--- src/rtl/instr_mem_loader_if.sv ---
`default_nettype none
// ============================================================================
// Module   : instr_mem_loader_if
// Purpose  : Bundles the host byte stream, load command and instruction
//            memory write port of the program loader.
// Ports    : i_Load_Start/i_Load_Len  - load command and word count
//            i_Byte/i_Byte_Valid      - host byte stream
//            o_Byte_Ready             - loader accepts a byte
//            o_Write_Addr/o_Write_Instr/o_MemWrite - memory write port
//            o_CPU_Stall/o_Done/o_Error - load status
//            Modport slave: the loader. Modport master: host/memory side.
// Revision : 1.0 - initial release
// ============================================================================
interface instr_mem_loader_if #(
  parameter int P_ADDR_W = 10
);
  logic                i_Load_Start;
  logic [P_ADDR_W:0]   i_Load_Len;
  logic [7:0]          i_Byte;
  logic                i_Byte_Valid;
  logic                o_Byte_Ready;
  logic [P_ADDR_W-1:0] o_Write_Addr;
  logic [31:0]         o_Write_Instr;
  logic                o_MemWrite;
  logic                o_CPU_Stall;
  logic                o_Done;
  logic                o_Error;

  modport slave (
    input  i_Load_Start, i_Load_Len, i_Byte, i_Byte_Valid,
    output o_Byte_Ready, o_Write_Addr, o_Write_Instr, o_MemWrite,
           o_CPU_Stall, o_Done, o_Error
  );

  modport master (
    output i_Load_Start, i_Load_Len, i_Byte, i_Byte_Valid,
    input  o_Byte_Ready, o_Write_Addr, o_Write_Instr, o_MemWrite,
           o_CPU_Stall, o_Done, o_Error
  );
endinterface
`default_nettype wire

--- src/rtl/instr_mem_loader.sv ---
`default_nettype none
// ============================================================================
// Module   : instr_mem_loader
// Purpose  : Loads the instruction memory from a little-endian byte stream.
//            A start command stalls the CPU, each group of four bytes becomes
//            one memory write at an incrementing address, and a trailing XOR
//            checksum byte is verified before a one-cycle done pulse.
// Ports    : i_CLK  - clock, all logic on the rising edge
//            i_RST  - synchronous active-high reset
//            bus    - instr_mem_loader_if.slave (command, byte stream,
//                     memory write port and status)
// Revision : 1.0 - initial release
// ============================================================================
module instr_mem_loader #(
  parameter int          P_ADDR_W    = 10,
  parameter int unsigned P_BASE_ADDR = 0
) (
  input  wire logic          i_CLK,
  input  wire logic          i_RST,
  instr_mem_loader_if.slave  bus
);

  typedef enum logic [2:0] {
    S_IDLE  = 3'd0,
    S_RECV  = 3'd1,
    S_WRITE = 3'd2,
    S_CHECK = 3'd3,
    S_DONE  = 3'd4
  } state_t;

  localparam logic [P_ADDR_W-1:0] C_BASE    = P_BASE_ADDR[P_ADDR_W-1:0];
  // 2^P_ADDR_W: largest legal word count
  localparam logic [P_ADDR_W:0]   C_MAX_LEN = {1'b1, {P_ADDR_W{1'b0}}};

  state_t              r_state;
  state_t              w_state_next;

  logic [P_ADDR_W:0]   r_len;
  logic [P_ADDR_W:0]   r_cnt;
  logic [1:0]          r_idx;
  logic [7:0]          r_xor;
  logic [P_ADDR_W-1:0] r_addr;
  logic [31:0]         r_word;
  logic [P_ADDR_W-1:0] r_wr_addr;
  logic [31:0]         r_wr_instr;
  logic                r_err;

  logic                w_ready;
  logic                w_memwrite;
  logic                w_stall;
  logic                w_done;
  logic                w_len_ok;
  logic                w_start_ok;
  logic                w_fire;
  logic                w_last_word;

  assign w_len_ok    = (bus.i_Load_Len != '0) && (bus.i_Load_Len <= C_MAX_LEN);
  assign w_start_ok  = (r_state == S_IDLE) && bus.i_Load_Start && w_len_ok;
  assign w_fire      = w_ready && bus.i_Byte_Valid;
  assign w_last_word = ((r_cnt + (P_ADDR_W+1)'(1)) == r_len);

  // State register
  always_ff @(posedge i_CLK) begin
    if (i_RST) begin
      r_state <= S_IDLE;
    end else begin
      r_state <= w_state_next;
    end
  end

  // Next state and state-decoded outputs
  always_comb begin
    w_state_next = r_state;
    w_ready      = 1'b0;
    w_memwrite   = 1'b0;
    w_stall      = 1'b1;
    w_done       = 1'b0;
    case (r_state)
      S_IDLE: begin
        w_stall = 1'b0;
        if (w_start_ok) begin
          w_state_next = S_RECV;
        end
      end
      S_RECV: begin
        w_ready = 1'b1;
        if (bus.i_Byte_Valid && (r_idx == 2'd3)) begin
          w_state_next = S_WRITE;
        end
      end
      S_WRITE: begin
        w_memwrite   = 1'b1;
        w_state_next = w_last_word ? S_CHECK : S_RECV;
      end
      S_CHECK: begin
        w_ready = 1'b1;
        if (bus.i_Byte_Valid) begin
          w_state_next = S_DONE;
        end
      end
      S_DONE: begin
        w_done       = 1'b1;
        w_state_next = S_IDLE;
      end
      default: begin
        w_stall      = 1'b0;
        w_state_next = S_IDLE;
      end
    endcase
  end

  // Datapath: word assembly, checksum, address and word counters
  always_ff @(posedge i_CLK) begin
    if (i_RST) begin
      r_len      <= '0;
      r_cnt      <= '0;
      r_idx      <= '0;
      r_xor      <= '0;
      r_addr     <= '0;
      r_word     <= '0;
      r_wr_addr  <= '0;
      r_wr_instr <= '0;
      r_err      <= 1'b0;
    end else begin
      case (r_state)
        S_IDLE: begin
          if (w_start_ok) begin
            r_len  <= bus.i_Load_Len;
            r_cnt  <= '0;
            r_idx  <= '0;
            r_xor  <= '0;
            r_addr <= C_BASE;
            r_err  <= 1'b0;
          end
        end
        S_RECV: begin
          if (w_fire) begin
            r_xor              <= r_xor ^ bus.i_Byte;
            r_idx              <= r_idx + 2'd1;
            r_word[8*r_idx +: 8] <= bus.i_Byte;
            // Capture the write port on the final byte so the word and its
            // address are presented during WRITE and then held afterwards.
            if (r_idx == 2'd3) begin
              r_wr_addr  <= r_addr;
              r_wr_instr <= {bus.i_Byte, r_word[23:0]};
            end
          end
        end
        S_WRITE: begin
          r_addr <= r_addr + P_ADDR_W'(1);
          r_cnt  <= r_cnt + (P_ADDR_W+1)'(1);
        end
        S_CHECK: begin
          if (w_fire) begin
            r_err <= (bus.i_Byte != r_xor);
          end
        end
        default: begin
        end
      endcase
    end
  end

  assign bus.o_Byte_Ready  = w_ready;
  assign bus.o_MemWrite    = w_memwrite;
  assign bus.o_CPU_Stall   = w_stall;
  assign bus.o_Done        = w_done;
  assign bus.o_Error       = r_err;
  assign bus.o_Write_Addr  = r_wr_addr;
  assign bus.o_Write_Instr = r_wr_instr;

endmodule
`default_nettype wire
--- src/flat_wrapper.sv ---
// flat-port wrapper written by rule: the top's interface ports become plain ports
module instr_mem_loader_flat 
#(
  parameter int          P_ADDR_W    = 10,
  parameter int unsigned P_BASE_ADDR = 0
)
  (i_CLK, i_RST, bus_i_Load_Start, bus_i_Load_Len, bus_i_Byte, bus_i_Byte_Valid, bus_o_Byte_Ready, bus_o_Write_Addr, bus_o_Write_Instr, bus_o_MemWrite, bus_o_CPU_Stall, bus_o_Done, bus_o_Error);
  instr_mem_loader_if #(.P_ADDR_W(P_ADDR_W)) bus_i ();
  input  wire logic i_CLK;
  input  wire logic i_RST;
  input wire logic [$bits(bus_i.i_Load_Start)-1:0] bus_i_Load_Start;
  input wire logic [$bits(bus_i.i_Load_Len)-1:0] bus_i_Load_Len;
  input wire logic [$bits(bus_i.i_Byte)-1:0] bus_i_Byte;
  input wire logic [$bits(bus_i.i_Byte_Valid)-1:0] bus_i_Byte_Valid;
  output wire logic [$bits(bus_i.o_Byte_Ready)-1:0] bus_o_Byte_Ready;
  output wire logic [$bits(bus_i.o_Write_Addr)-1:0] bus_o_Write_Addr;
  output wire logic [$bits(bus_i.o_Write_Instr)-1:0] bus_o_Write_Instr;
  output wire logic [$bits(bus_i.o_MemWrite)-1:0] bus_o_MemWrite;
  output wire logic [$bits(bus_i.o_CPU_Stall)-1:0] bus_o_CPU_Stall;
  output wire logic [$bits(bus_i.o_Done)-1:0] bus_o_Done;
  output wire logic [$bits(bus_i.o_Error)-1:0] bus_o_Error;
  assign bus_i.i_Load_Start = bus_i_Load_Start;
  assign bus_i.i_Load_Len = bus_i_Load_Len;
  assign bus_i.i_Byte = bus_i_Byte;
  assign bus_i.i_Byte_Valid = bus_i_Byte_Valid;
  assign bus_o_Byte_Ready = bus_i.o_Byte_Ready;
  assign bus_o_Write_Addr = bus_i.o_Write_Addr;
  assign bus_o_Write_Instr = bus_i.o_Write_Instr;
  assign bus_o_MemWrite = bus_i.o_MemWrite;
  assign bus_o_CPU_Stall = bus_i.o_CPU_Stall;
  assign bus_o_Done = bus_i.o_Done;
  assign bus_o_Error = bus_i.o_Error;
  instr_mem_loader #(.P_ADDR_W(P_ADDR_W), .P_BASE_ADDR(P_BASE_ADDR)) u_core (.i_CLK(i_CLK), .i_RST(i_RST), .bus(bus_i));
endmodule
--- config.mk ---
export PLATFORM = sky130hd
export DESIGN_NAME = instr_mem_loader_flat
export DESIGN_NICKNAME = d
export VERILOG_FILES = /design/src/rtl/instr_mem_loader_if.sv /design/src/rtl/instr_mem_loader.sv /design/src/flat_wrapper.sv
export SDC_FILE = /design/constraint.sdc
export NUM_CORES = 1
export LEC_CHECK = 0
export ABC_AREA = 1
export CAP_MARGIN = 20
export CORE_UTILIZATION = 50
export DETAILED_ROUTE_END_ITERATION = 8
export HOLD_SLACK_MARGIN = 0.03
export PLACE_DENSITY = 0.74
export SLEW_MARGIN = 15
export SYNTH_ARGS = -nofsm -noshare
export SYNTH_HDL_FRONTEND = slang
export SYNTH_SLANG_ARGS = --single-unit
export TNS_END_PERCENT = 50
--- constraint.sdc ---
create_clock -name i_CLK -period 1.9 [get_ports i_CLK]
set_clock_uncertainty 0.1 [all_clocks]
set_input_delay 0.38 -clock i_CLK [delete_from_list [all_inputs] [get_ports i_CLK]]
set_output_delay 0.38 -clock i_CLK [all_outputs]
set_load 0.03 [all_outputs]
**Yosys cells after proc, flatten, opt, wreduce, memory -nomap -nowiden**

Cells that the tools add are included.
W data, S select, Z words.

- Word-level logic and storage cells: 72
- Bits in registers: 120
- Input bits: 23
- Output and inout bits: 47

- Shifts and indexed selects: 2
- $lt $le $gt $ge: 1
- Bitwise gates (word level): 1
- Mux-type cells: 23
- Add/sub/neg operators: 4
- Reductions and logical operators: 19
- Eq/ne operators: 12

Operators by type and width:

| operator | number |
|---|---|
| $neg A5 Y34 | 1 |
| $shift A8 B34 Y32 const A | 1 |
| $shiftx A8 B34 Y32 | 1 |
| $bwmux W32 | 1 |
| $pmux W11 S2 | 1 |
| $pmux W10 S2 | 1 |
| $mux W8 | 2 |
| $pmux W8 S2 | 1 |
| $pmux W3 S4 | 1 |
| $reduce_and A3 Y1 | 4 |
| $add A11 B1 Y11 const B | 1 |
| $eq A11 B11 Y1 | 1 |
| $le A11 B11 Y1 const B | 1 |
| $mux W11 | 1 |
| $reduce_bool A11 Y1 | 1 |
| $add A10 B1 Y10 const B | 1 |
| $mux W10 | 1 |
| $mux W3 | 3 |
| $ne A2 B1 Y1 const B | 4 |
| $ne A8 B8 Y1 | 1 |
| $xor A8 B8 Y8 | 1 |
| $eq A3 B2 Y1 const B | 2 |
| $mux W1 | 6 |
| $mux W2 | 3 |
| 13 further kinds | 21 |

**Depth between registers and ports, before layout**

- Depth in word-level cells: 6
- Gate-level depth with buffers: 13
- Mapped depth without buffers: 13

**Worst setup path before layout**

No wires, ideal clock.

- Kind: register to register
- Start point: register u_core.r_idx[0]
- End point: register u_core.r_word[15]
- Library setup time: 0.086 ns
- Buffers on the path: 2
- Data arrival time: 1.565 ns
- Setup slack: 0.149 ns
- Stages on the path, launching flop included: 7
- Clock period less this slack: 1.751 ns
- Required time: 1.714 ns
- Path through: dfxtp_1 -> inv_1 -> ha_1 -> clkbuf_1 -> clkbuf_1 -> a31oi_1 -> a211oi_1

- Longest elaborated chain between the ends: 3
- Elaborated cells between the ends (all ways): 4
- Those cells by class: 1 x add/sub; 2 x shift; 1 x mux

Ends and longest elaborated chain:

| item | RTL line | text |
|---|---|---|
| start, declared | instr_mem_loader.sv:40 | `logic [1:0] r_idx;` |
| start signal, assigned | instr_mem_loader.sv:139 | `r_idx <= r_idx + 2'd1;` |
| $neg A5 Y34 (*) | instr_mem_loader.sv:140 | `r_word[8*r_idx +: 8] <= bus.i_Byte;` |
| $shiftx A8 B34 Y32 or $shift A8 B34 Y32 (tied branches) | instr_mem_loader.sv:140 |  |
| $bwmux W32 (*) | instr_mem_loader.sv:140 |  |
| end signal, assigned by index | instr_mem_loader.sv:140 |  |
| end, declared | instr_mem_loader.sv:43 | `logic [31:0] r_word;` |

Mark *: on every way between the ends. The rest lies on a longest branch, timed or not.
A chain may end at the register's enable or synchronous reset.

**Worst setup path after layout**

- Start point: register u_core.r_state[1]
- End point: output bus_o_CPU_Stall

- Longest elaborated chain between the ends: 3
- Elaborated cells between the ends (all ways): 6
- Those cells by class: 4 x eq/ne; 1 x mux; 1 x reduce/logical

Ends and longest elaborated chain:

| item | RTL line | text |
|---|---|---|
| start, declared | instr_mem_loader.sv:35 | `state_t r_state;` |
| start signal, assigned | instr_mem_loader.sv:67 | `r_state <= w_state_next;` |
| $eq A3 B3 Y1, or another cell as far along | instr_mem_loader.sv:78 | `case (r_state)` |
| $reduce_or A4 Y1 (no source line) (*) | -- |  |
| $mux W1 (*) | instr_mem_loader.sv:78 |  |
| end, declared | flat_wrapper.sv:19 | `output wire logic [$bits(bus_i.o_CPU_Stall)-1:0] bus_o_CPU_Stall;` |

Marks and branches as above.

==> reports/qor.log <==
INFO  outcome        run_status=finished, final reports clean
INFO  detailed_routing first_iteration_detailed_routing_drc_count=162
INFO  synthesis      synthesis.instances=649
INFO  power_and_ir_drop p_total=4.537mW
INFO  synthesis      synth.avg_cell_area=7.636squm
INFO  clock_network  worst_skew_pair.late_latency=0.36ns
INFO  synthesis      synth_commonest_cells=112 x dfxtp_1, 97 x a21oi_1, 94 x nand2_1, 77 x inv_1, 69 x o21ai_0
INFO  global_route   grt_usage=23.79%
INFO  placement      postPlaceCellArea=5964squm
INFO  sta            unrepaired_setup_endpoints_after_global_routing=true
INFO  power_and_ir_drop p_leak=3.008nW
INFO  global_route   antenna_violations_before_repair=0
INFO  clock_network  htree_num_levels=3
INFO  detailed_routing avgViaCountPerCell=5.202
INFO  detailed_routing dr.pass1.iters=5
INFO  clock_network  numCtsBuffers=9
INFO  floorplan      die_w=101.6microns
INFO  sta            finalHoldViolCount=0
INFO  sta            slew_violations=0
INFO  synthesis      synth-seq-cells=112
INFO  synthesis      postSynth.asyncResetShare=0%
INFO  placement      dp_slack=-0.2993ns
INFO  synthesis      netlist_top_cells_area=dfxtp_1 45%, a21oi_1 9.8%, nand2_1 7.1%
INFO  floorplan      area_of_the_die=10310squm
INFO  floorplan      floorplan.rows=35
INFO  setup_path     critPathKind=flip-flop to output pin
INFO  global_route   grt_pass1_wl=19500microns
INFO  sta            period_share=98.09%
INFO  detailed_routing detail_route.drc_violations=0
INFO  clock_network  clk_transition_reported_paths=0.12ns
INFO  synthesis      synth_edf_count=0
INFO  setup_path     worstPathMaxFanout=3
INFO  synthesis      synthesis.area=4956squm
INFO  sta            clock.fmax=536.6MHz
INFO  finish         finished_layout_cells=871
INFO  clock_network  root_buffer=clkbuf_8
INFO  placement      gp_congestion=0.8555
INFO  clock_network  clock_tree.buffer_depth=2
INFO  global_route   via_count_of_the_first_global_routing_pass=4250
INFO  clock_network  tritoncts=yes
INFO  setup_path     cp-start-kind=flip-flop
INFO  setup_path     timing.critical_path.required=1.42ns
INFO  floorplan      floorplan.core_area=9415squm
INFO  detailed_routing drt-wirelength-per-cell=13.53microns
INFO  finish         finalCoreUtilization=67.14%
INFO  clock_network  clock-sinks=112
INFO  synthesis      post_synth_num_cell_types=36
INFO  synthesis      mappedNetlistNets=679
INFO  min_path       worst_hold_path_type=flip-flop to flip-flop
INFO  placement      portBuffers=69
INFO  global_route   overflow=0
INFO  detailed_routing drt_wl_total=11790microns
INFO  synthesis      ys_warn_count=0
INFO  finish         antenna-diode-count=0
INFO  setup_path     worst-endpoint-arrival=1.38ns
INFO  power_and_ir_drop ir_drop=0.5274mV
INFO  placement      dp_wirelength=8487microns
INFO  finish         stdcell_area=6321squm
INFO  synthesis      synth_top_area_share=45.24%
INFO  sta            max_slew_headroom=77.78%
INFO  synthesis      yosys_most_used_dff=dfxtp_1
INFO  finish         final_net_count=767
INFO  floorplan      floorplan.initialDensity=52.64%
INFO  synthesis      synth-seq-area-share=45.24%
INFO  floorplan      die-height=101.6microns
INFO  sta            worst-slew-pin-transition=0.3290ns
INFO  sta            setup_viol=0
INFO  placement      dp_cells=852
INFO  floorplan      design.portCount=70
INFO  detailed_routing vias=4531
INFO  synthesis      synth_top_cell_by_area=dfxtp_1
INFO  sta            timing.final.crit_period=1.864ns
INFO  power_and_ir_drop power.density_cell_area=717.7nW/um^2
INFO  global_route   grt_start_max_net_pins=68
INFO  finish         fraction_of_final_layout_cells_sized_beyond_drive_strength_1=13.07%
INFO  finish         area_growth=27.54%
INFO  sta            worst_slack=0.03637ns
INFO  flow_run       drv.max_cap_violation_count=0
INFO  synthesis      synthMostInstantiatedCell=dfxtp_1
INFO  setup_path     critPathCaptureType=output pin
INFO  detailed_routing drtAntennaViolNets=0
[registers in the layout, indices dropped and copies added (netlist names)]
signal                    flops
u_core.bus.o_Write_Instr     32
u_core.r_word                24
u_core.r_cnt                 11
u_core.r_len                 11
u_core.bus.o_Write_Addr      10
u_core.r_addr                10
u_core.r_xor                  8
u_core.r_state                3
u_core.r_idx                  2
u_core.bus.o_Error            1
[worst paths after layout]
path,from,end,slack (ns),cells past startpoint
setup / recovery,u_core.r_state[1],bus_o_CPU_Stall,0.04,6
hold / removal,u_core.r_word[22],u_core.bus.o_Write_Instr[22],0.36,2
setup reg to reg,u_core.r_cnt[0],u_core.r_state[1],0.07,12
hold reg to reg,u_core.r_word[22],u_core.bus.o_Write_Instr[22],0.36,2
[through the flow]
step,TNS (ns),hold slack (ns)
2_1_floorplan,0,0.3297
3_3_place_gp,-7.394,0.3393
3_5_place_dp,-9.146,0.3498
4_1_cts,0,0.3613
5_1_grt,-0.1339,0.3862
6_report,0,0.3605
[report_power, final]
part / switching, mW / internal (mW)
Sequential: 0.0379 / 2.42
Combinational: 0.438 / 0.275
Clock: 0.854 / 0.516
Total: 1.33 / 3.21
[cells in the final DEF (no fill, tap or decap), drive strengths merged, types with 16 or more instances in the layout]
cell and instances:
nor2 43, nand3 36, a31oi 16, buf 43, a21oi 97, dfxtp 112, inv 87, dlymetal6s2s 32
clkdlybuf4s50 27, nand2 101, a211oi 19, o21ai 72
[layer usage]
layer  global-route usage [%]  wire (microns)  up-vias
met5                        0               0        -
met4                    7.692             131        0
met3                    2.968             501       12
met2                    40.23            5769      106
met1                    31.51            5384     2077
li1                         -               -     2336
[area by class of cell]
type / instances / area (sq um)
Fill cell: 787 / 3094
Clock buffer: 10 / 127.6
Sequential cell: 112 / 2246
Timing Repair Buffer: 110 / 1116
Clock inverter: 6 / 60.06
Tap cell: 129 / 161.4
Multi-Input combinational cell: 420 / 2287
Inverter: 84 / 322.8
[critical path: stages (launching register included)]
cell and delay (ns):
dfxtp_2 0.38, buf_4 0.15, inv_2 0.05, nor2_4 0.12
inv_2 0.08, nand3_1 0.09, buf_6 0.13
[kinds of logic after synthesis]
family	count (synthesis)	share of synthesized area, %
flip-flops	112	45.24
adder cells (fa/ha/maj)	7	1.767
AND/OR/NAND/NOR	194	18.18
buffers and inverters	117	9.518
XOR/XNOR	12	2.424
AO/OA/AOI/OAI	207	22.87
[repair_timing]
item / in CTS / in global routing
pin swaps: 1 / 0
hold buffers: 0 / 0
resized for setup: 16 / 52
cloned: 0 / 0
endpoints found under the setup margin: 11 / 60
buffers inserted: 1 / 2
Power figures use the tool's default switching activity.
